$ cat src/rtl/adam_kbd_fifo.sv
// -----------------------------------------------------------------------------
// adam_kbd_fifo
//   Turns raw PS/2 event words into ADAM keyboard character codes and buffers
//   them for the AdamNet keyboard device. The design tracks modifier state
//   (shift, ctrl, caps lock) and suppresses typematic repeats. Codes pass
//   through a three-stage pipeline into a circular FIFO that the consumer
//   drains with a valid/ready handshake.
//
// Parameters
//   DEPTH_LOG2     FIFO depth is 2**DEPTH_LOG2 entries
//   TYPEMATIC      1: repeated makes of a held key enqueue again; 0: dropped
//
// Ports
//   clk_i          system clock
//   reset_n_i      asynchronous active-low reset
//   ps2_key        [7:0] scancode, [8] extended, [9] pressed, [10] event toggle
//   key_data_o     ADAM code at the FIFO head (0 while empty)
//   key_valid_o    FIFO non-empty
//   key_ready_i    consumer accepts the head entry
//   overflow_o     sticky flag: a code was dropped because the FIFO was full
//   overflow_clr_i clears overflow_o
//   level_o        current FIFO occupancy
// -----------------------------------------------------------------------------
module adam_kbd_fifo #(
  parameter int DEPTH_LOG2 = 4,
  parameter int TYPEMATIC  = 0
) (
  input  logic                  clk_i,
  input  logic                  reset_n_i,
  input  logic [10:0]           ps2_key,
  output logic [7:0]            key_data_o,
  output logic                  key_valid_o,
  input  logic                  key_ready_i,
  output logic                  overflow_o,
  input  logic                  overflow_clr_i,
  output logic [DEPTH_LOG2:0]   level_o
);

  localparam int                 DEPTH     = 1 << DEPTH_LOG2;
  localparam logic [DEPTH_LOG2:0] FULL_LVL = (DEPTH_LOG2 + 1)'(DEPTH);

  // ---------------------------------------------------------------------------
  // Stage 0: event detect and capture
  // ---------------------------------------------------------------------------
  logic       r_tog;
  logic       r_armed;     // low until the toggle copy holds a real sample
  logic       r_s1_vld;
  logic [9:0] r_s1_word;
  logic       w_event;

  // After reset the toggle copy is only trusted once it has sampled the input
  // level, so a stale ps2_key[10] never looks like a fresh event.
  assign w_event = r_armed & (ps2_key[10] ^ r_tog);

  always_ff @(posedge clk_i or negedge reset_n_i) begin
    if (!reset_n_i) begin
      r_tog     <= 1'b0;
      r_armed   <= 1'b0;
      r_s1_vld  <= 1'b0;
      r_s1_word <= '0;
    end else begin
      r_tog    <= ps2_key[10];
      r_armed  <= 1'b1;
      r_s1_vld <= w_event;
      if (w_event) begin
        r_s1_word <= ps2_key[9:0];
      end
    end
  end

  // ---------------------------------------------------------------------------
  // Stage 1: translation, modifier tracking, repeat suppression
  // ---------------------------------------------------------------------------
  logic       r_shift_l;
  logic       r_shift_r;
  logic       r_ctrl;
  logic       r_caps;
  logic [8:0] r_held;
  logic       r_held_vld;
  logic       r_s2_vld;
  logic [7:0] r_s2_code;

  logic       w_s1_press;
  logic       w_s1_ext;
  logic [7:0] w_s1_code;
  logic [8:0] w_s1_key;
  logic       w_shift;
  logic       w_is_lshift;
  logic       w_is_rshift;
  logic       w_is_ctrl;
  logic       w_is_caps;
  logic       w_is_mod;
  logic       w_repeat;
  logic       w_s1_push;

  assign w_s1_press  = r_s1_word[9];
  assign w_s1_ext    = r_s1_word[8];
  assign w_s1_code   = r_s1_word[7:0];
  assign w_s1_key    = r_s1_word[8:0];
  assign w_shift     = r_shift_l | r_shift_r;

  // Shift and caps lock are only recognised without the E0 prefix; ctrl
  // covers both the left (14) and right (E0 14) keys.
  assign w_is_lshift = ~w_s1_ext & (w_s1_code == 8'h12);
  assign w_is_rshift = ~w_s1_ext & (w_s1_code == 8'h59);
  assign w_is_ctrl   = (w_s1_code == 8'h14);
  assign w_is_caps   = ~w_s1_ext & (w_s1_code == 8'h58);
  assign w_is_mod    = w_is_lshift | w_is_rshift | w_is_ctrl | w_is_caps;

  assign w_repeat    = (TYPEMATIC == 0) & r_held_vld & (r_held == w_s1_key);

  // Letter scancode -> alphabet index (A=0 .. Z=25)
  logic       w_letter_hit;
  logic [4:0] w_letter_idx;
  always_comb begin
    w_letter_hit = 1'b1;
    w_letter_idx = 5'd0;
    case (w_s1_code)
      8'h1C: w_letter_idx = 5'd0;
      8'h32: w_letter_idx = 5'd1;
      8'h21: w_letter_idx = 5'd2;
      8'h23: w_letter_idx = 5'd3;
      8'h24: w_letter_idx = 5'd4;
      8'h2B: w_letter_idx = 5'd5;
      8'h34: w_letter_idx = 5'd6;
      8'h33: w_letter_idx = 5'd7;
      8'h43: w_letter_idx = 5'd8;
      8'h3B: w_letter_idx = 5'd9;
      8'h42: w_letter_idx = 5'd10;
      8'h4B: w_letter_idx = 5'd11;
      8'h3A: w_letter_idx = 5'd12;
      8'h31: w_letter_idx = 5'd13;
      8'h44: w_letter_idx = 5'd14;
      8'h4D: w_letter_idx = 5'd15;
      8'h15: w_letter_idx = 5'd16;
      8'h2D: w_letter_idx = 5'd17;
      8'h1B: w_letter_idx = 5'd18;
      8'h2C: w_letter_idx = 5'd19;
      8'h3C: w_letter_idx = 5'd20;
      8'h2A: w_letter_idx = 5'd21;
      8'h1D: w_letter_idx = 5'd22;
      8'h22: w_letter_idx = 5'd23;
      8'h35: w_letter_idx = 5'd24;
      8'h1A: w_letter_idx = 5'd25;
      default: w_letter_hit = 1'b0;
    endcase
  end

  // Digit scancode -> digit value and its US-layout shifted character
  logic       w_digit_hit;
  logic [3:0] w_digit_idx;
  logic [7:0] w_digit_sh;
  always_comb begin
    w_digit_hit = 1'b1;
    w_digit_idx = 4'd0;
    w_digit_sh  = 8'h00;
    case (w_s1_code)
      8'h45: begin w_digit_idx = 4'd0; w_digit_sh = 8'h29; end
      8'h16: begin w_digit_idx = 4'd1; w_digit_sh = 8'h21; end
      8'h1E: begin w_digit_idx = 4'd2; w_digit_sh = 8'h40; end
      8'h26: begin w_digit_idx = 4'd3; w_digit_sh = 8'h23; end
      8'h25: begin w_digit_idx = 4'd4; w_digit_sh = 8'h24; end
      8'h2E: begin w_digit_idx = 4'd5; w_digit_sh = 8'h25; end
      8'h36: begin w_digit_idx = 4'd6; w_digit_sh = 8'h5E; end
      8'h3D: begin w_digit_idx = 4'd7; w_digit_sh = 8'h26; end
      8'h3E: begin w_digit_idx = 4'd8; w_digit_sh = 8'h2A; end
      8'h46: begin w_digit_idx = 4'd9; w_digit_sh = 8'h28; end
      default: w_digit_hit = 1'b0;
    endcase
  end

  // F1..F6 -> smart key index 0..5
  logic       w_fkey_hit;
  logic [2:0] w_fkey_idx;
  always_comb begin
    w_fkey_hit = 1'b1;
    w_fkey_idx = 3'd0;
    case (w_s1_code)
      8'h05: w_fkey_idx = 3'd0;
      8'h06: w_fkey_idx = 3'd1;
      8'h04: w_fkey_idx = 3'd2;
      8'h0C: w_fkey_idx = 3'd3;
      8'h03: w_fkey_idx = 3'd4;
      8'h0B: w_fkey_idx = 3'd5;
      default: w_fkey_hit = 1'b0;
    endcase
  end

  // Final ADAM code selection
  logic       w_xl_vld;
  logic [7:0] w_xl_code;
  always_comb begin
    w_xl_vld  = 1'b0;
    w_xl_code = 8'h00;
    if (w_s1_ext) begin
      w_xl_vld = 1'b1;
      case (w_s1_code)
        8'h75:   w_xl_code = 8'hA0;
        8'h74:   w_xl_code = 8'hA1;
        8'h72:   w_xl_code = 8'hA2;
        8'h6B:   w_xl_code = 8'hA3;
        default: w_xl_vld  = 1'b0;
      endcase
    end else if (w_letter_hit) begin
      w_xl_vld = 1'b1;
      // ctrl outranks shift/caps
      if (r_ctrl) begin
        w_xl_code = 8'(w_letter_idx) + 8'h01;
      end else if (w_shift ^ r_caps) begin
        w_xl_code = 8'(w_letter_idx) + 8'h41;
      end else begin
        w_xl_code = 8'(w_letter_idx) + 8'h61;
      end
    end else if (w_digit_hit) begin
      w_xl_vld  = 1'b1;
      w_xl_code = w_shift ? w_digit_sh : (8'(w_digit_idx) + 8'h30);
    end else if (w_fkey_hit) begin
      w_xl_vld  = 1'b1;
      w_xl_code = (w_shift ? 8'h89 : 8'h81) + 8'(w_fkey_idx);
    end else begin
      w_xl_vld = 1'b1;
      case (w_s1_code)
        8'h29:   w_xl_code = 8'h20;
        8'h5A:   w_xl_code = 8'h0D;
        8'h66:   w_xl_code = 8'h08;
        8'h0D:   w_xl_code = 8'h09;
        8'h76:   w_xl_code = 8'h1B;
        default: w_xl_vld  = 1'b0;
      endcase
    end
  end

  assign w_s1_push = r_s1_vld & w_s1_press & ~w_is_mod & ~w_repeat & w_xl_vld;

  always_ff @(posedge clk_i or negedge reset_n_i) begin
    if (!reset_n_i) begin
      r_shift_l  <= 1'b0;
      r_shift_r  <= 1'b0;
      r_ctrl     <= 1'b0;
      r_caps     <= 1'b0;
      r_held     <= '0;
      r_held_vld <= 1'b0;
      r_s2_vld   <= 1'b0;
      r_s2_code  <= 8'h00;
    end else begin
      r_s2_vld  <= w_s1_push;
      r_s2_code <= w_xl_code;
      if (r_s1_vld) begin
        if (w_is_lshift) r_shift_l <= w_s1_press;
        if (w_is_rshift) r_shift_r <= w_s1_press;
        if (w_is_ctrl)   r_ctrl    <= w_s1_press;
        if (w_is_caps && w_s1_press) r_caps <= ~r_caps;
        // Modifiers never disturb the held-key tracker, so holding shift
        // does not make the next letter look like a repeat.
        if (!w_is_mod) begin
          if (w_s1_press) begin
            r_held     <= w_s1_key;
            r_held_vld <= 1'b1;
          end else if (r_held_vld && (r_held == w_s1_key)) begin
            r_held_vld <= 1'b0;
          end
        end
      end
    end
  end

  // ---------------------------------------------------------------------------
  // Stage 2: circular FIFO
  // ---------------------------------------------------------------------------
  logic [7:0]            r_mem [DEPTH];
  logic [DEPTH_LOG2-1:0] r_wr_ptr;
  logic [DEPTH_LOG2-1:0] r_rd_ptr;
  logic [DEPTH_LOG2:0]   r_count;
  logic                  r_overflow;

  logic w_empty;
  logic w_full;
  logic w_pop;
  logic w_push;
  logic w_drop;

  assign w_empty = (r_count == '0);
  assign w_full  = (r_count == FULL_LVL);
  assign w_pop   = ~w_empty & key_ready_i;
  // A pop in the same cycle frees the slot, so a push at full still lands.
  assign w_push  = r_s2_vld & (~w_full | w_pop);
  assign w_drop  = r_s2_vld & w_full & ~w_pop;

  // Storage carries no reset; empty gating on the output hides stale data.
  always_ff @(posedge clk_i) begin
    if (w_push) begin
      r_mem[r_wr_ptr] <= r_s2_code;
    end
  end

  always_ff @(posedge clk_i or negedge reset_n_i) begin
    if (!reset_n_i) begin
      r_wr_ptr   <= '0;
      r_rd_ptr   <= '0;
      r_count    <= '0;
      r_overflow <= 1'b0;
    end else begin
      if (w_push) r_wr_ptr <= r_wr_ptr + 1'b1;
      if (w_pop)  r_rd_ptr <= r_rd_ptr + 1'b1;
      case ({w_push, w_pop})
        2'b10:   r_count <= r_count + 1'b1;
        2'b01:   r_count <= r_count - 1'b1;
        default: r_count <= r_count;
      endcase
      // set beats clear when both happen together
      if (w_drop) begin
        r_overflow <= 1'b1;
      end else if (overflow_clr_i) begin
        r_overflow <= 1'b0;
      end
    end
  end

  assign key_valid_o = ~w_empty;
  assign key_data_o  = w_empty ? 8'h00 : r_mem[r_rd_ptr];
  assign overflow_o  = r_overflow;
  assign level_o     = r_count;

endmodule

$ cat config.mk
export PLATFORM = sky130hd
export DESIGN_NAME = adam_kbd_fifo
export DESIGN_NICKNAME = d
export VERILOG_FILES = /design/src/rtl/adam_kbd_fifo.sv
export SDC_FILE = /design/constraint.sdc
export NUM_CORES = 1
export LEC_CHECK = 0
export ABC_AREA = 1
export BUFFER_PORTS_ARGS = -buffer_cell sky130_fd_sc_hd__buf_2
export CORE_MARGIN = 1.5
export CORE_UTILIZATION = 56
export CTS_BUF_LIST = sky130_fd_sc_hd__clkbuf_16
export DETAILED_ROUTE_END_ITERATION = 10
export HOLD_SLACK_MARGIN = 0.05
export PLACE_DENSITY_LB_ADDON = 0.3
export SLEW_MARGIN = 0
export SYNTH_ARGS = -nofsm -noshare
export SYNTH_HDL_FRONTEND = slang
export SYNTH_SLANG_ARGS = --single-unit
$ cat constraint.sdc
create_clock -name clk_i -period 2.4 [get_ports clk_i]
set_input_delay 0.12 -clock clk_i [delete_from_list [all_inputs] [get_ports clk_i]]
set_output_delay 0.12 -clock clk_i [all_outputs]
set_load 0.01 [all_outputs]
==> metrics.yaml <==
cap_violations: 0
path_buf_inv: 2
fmax_mhz: 406
h-tree-depth: 4
setup_viol: 9
async_reset_ff_share_pct: 28.1
nNetsFinal: 943
top_usage_layer: "met2"
die_h_um: 125
ir_drop_mv: 0.628
grt_pass1_wl_um: 31600
cp_slowest_cell: "dfrtp_1"
synth_fp_nets: 881
hold_viol_final: 0
fin_ws_ns: -0.0621
synth-seq-cells: 178
grtUsageMet3_pct: 5.28
die_area_sq_um: 15500
leakage_nw: 3.81
start_util_pct: 57.3
critical_path_class: "reg2reg"
clock-sinks: 178
drtIter0Drc: 487
antenna_found_initial: 0
crit_family: "simple AND/OR/NAND/NOR gates"
worstMarginPinSlew_ns: 0.724
critPathLaunch: "level_o[2]"
min_period_ns: 2.46
seqCellArea_sq_um: 5100
cp_slowest_stage_delay_ns: 0.41
crit_path_max_fanout: 6
path_clk_slew_ns: 0.06
hpwl_um: 13100
fin_util_pct: 66.7
crit-reg2reg-capture: "level_o[4]"
crit_path_start_kind: "register"
hold_path.class: "in2reg"
cp_num_cells: 15
grt.overflow.total: 0
portBuffers: 29
fin_crit_sh_pct: 103
track_usage_pct: 26.4
area_growth_pct: 16.4
outcome: "complete, but fails checks"
drcViolationCount: 0
path_cells: "nor4_4 > nand2_1 > nand2_2 > clkinv_4 > o21ai_4 > ha_4 > buf_4 > ha_4 > nand2_1 > nor2_2 > a211oi_2 > nand2_1 > nand2_1 > nor2_2 > xor2_1"
clock_path_buffers: 2
core.rowCount: 44
r2r-start: "level_o[2]"
grt_max_degree: 67
wl_per_cell_um: 17.6
synth_cells: 854
crit_end: "level_o[4]"
crit_top_cell: "nand2_1"
cts_root_buffer: "clkbuf_16"
die_x_um: 125
drtPass1Iterations: 5
grt_use_met1_pct: 34.2
synth-edff-count: 128
yosysSeqAreaShare_pct: 61.5
r2r_setup_slack_ns: -0.06
dp_cells: 1056
cts_buffers: 17
yosys.cell_types.count: 37
setup_tns_ns: -0.202
crit_path_end_kind: "register"
via_per_inst: 5.68
grt_pass1_vias: 6073
synth-main-ff-cell: "edfxtp_1"
relSlewSlack_pct: 51.5
cts_tree: "yes"
arrival_ns: 2.78
worstPathRequired_ns: 2.72
gp_congestion: 0.940
slew_viol_final: 0
drive_gt1_share_pct: 14.4
postRouteAntennaNets: 0
skew_ns: 0.00668
rsz0062_at_grt: "yes"
mostFrequentLayoutCell: "nor2_1"
vias: 6324
fp.coreArea_sq_um: 14500
clk_latency_ns: 0.43
final_cell_mix: "165 x nor2_1, 151 x nand2_1, 128 x edfxtp_1"
nFillCells: 1146
r2r_cells: 15
syn_area_sq_um: 8290
syn_area_per_cell_sq_um: 9.71
fin_cells: 1113
violations: "negative setup slack"
ios: 30
multi_input_area_sq_um: 2990
synth_warnings: 0
power_density_nw_per_um2: 1040
antenna_cells: 0
grt.met2_usage_pct: 44.8
totalWireLength_um: 19600
[flip-flops by register name (all words and copies together) (netlist names)]
name        count
r_held          9
r_s1_word      10
r_caps          1
r_held_vld      1
r_mem         128
level_o         5
r_wr_ptr        4
r_s2_vld        1
r_armed         1
r_rd_ptr        4
r_shift_r       1
overflow_o      1
r_tog           1
r_ctrl          1
r_s1_vld        1
r_s2_code       8
r_shift_l       1
[synth_stat cells, types with 8 or more instances]
library cell  instances  area, sq um
xor2_1               13          114
nor3_1                8         40.0
inv_1                55          206
nand2_1             153          574
o22ai_1               8         50.1
o21ai_0             101          505
a21oi_1              19         95.1
edfxtp_1            128         3840
clkbuf_1             24         90.1
nor2_1              180          676
nand3_1              31          155
ha_1                 11          138
o221ai_1             24          210
dfrtp_1              50         1250
[cells by family after synthesis]
| family | share of synthesized area, % |
|---|---|
| buffers and inverters | 4.20 |
| DFF | 61.5 |
| and+or+nand+nor | 19.3 |
| xor gates and xnor gates | 1.69 |
| other | 0.0452 |
| adders and majority gates | 1.90 |
| AOI/OAI and AO/OA | 11.4 |
[final cells by class]
class                      instances  share of cell area, %
clock buffer                      17                   4.41
clock inverter                    15                   1.01
inverter                          59                   2.45
multi-input combinational        588                   31.0
sequential                       178                   52.8
tap                              184                   2.39
timing repair buffer              72                   5.92
[worst register-to-register path: stages (launching register included)]
cell and delay (ns):
dfrtp_1 0.41, nor4_4 0.31, nand2_1 0.12, nand2_2 0.12, clkinv_4 0.09, o21ai_4 0.18
ha_4 0.18, buf_4 0.12, ha_4 0.20, nand2_1 0.08, nor2_2 0.04, a211oi_2 0.18
nand2_1 0.08, nand2_1 0.07, nor2_2 0.04, xor2_1 0.15
[metrics by stage]
step	hold slack, ns	setup slack (ns)	area (sq um)	power [mW]
final	0.110	-0.0621	9650	10.1
after global routing	0.122	-0.194	9650	10.7
after CTS	0.124	-0.00112	9480	9.86
after detailed placement	0.194	-0.0796	8770	7.38
after global placement	0.191	0.0462	8770	7.29
after floorplan	-0.176	-0.0518	8350	6.13
[how the worst min path moves through the flow]
stage           startpoint      endpoint  depth (start not counted)  slack [ns]
2_1_floorplan    reset_n_i    level_o[0]                          0       -0.18
3_3_place_gp     reset_n_i  r_s2_code[0]                          1        0.19
3_5_place_dp     reset_n_i  r_s2_code[0]                          1        0.19
4_1_cts        key_ready_i   r_rd_ptr[0]                          4        0.12
5_1_grt        key_ready_i   r_rd_ptr[1]                          4        0.12
6_report       key_ready_i   r_rd_ptr[1]                          4        0.11
[report_power, final]
group / total, mW / switching, mW / internal [mW]
Sequential: 4.04 / 0.379 / 3.66
Combinational: 3.59 / 2.23 / 1.36
Clock: 2.43 / 1.13 / 1.30
[timing repair]
item,in CTS,in global routing
endpoints found under the setup margin,17,139
endpoints found under the hold margin,40,0
gates cloned,0,1
hold buffers,13,0
gates resized for setup,4,32
buffers inserted,6,5
pin swaps,8,14
[layer usage]
layer	part of all wire [%]	vias up
li1	-	3069
met1	41	2973
met2	51	248
met3	5.5	34
met4	2.3	0
met5	0	-
Note: power is estimated with default switching activity, not from simulation.
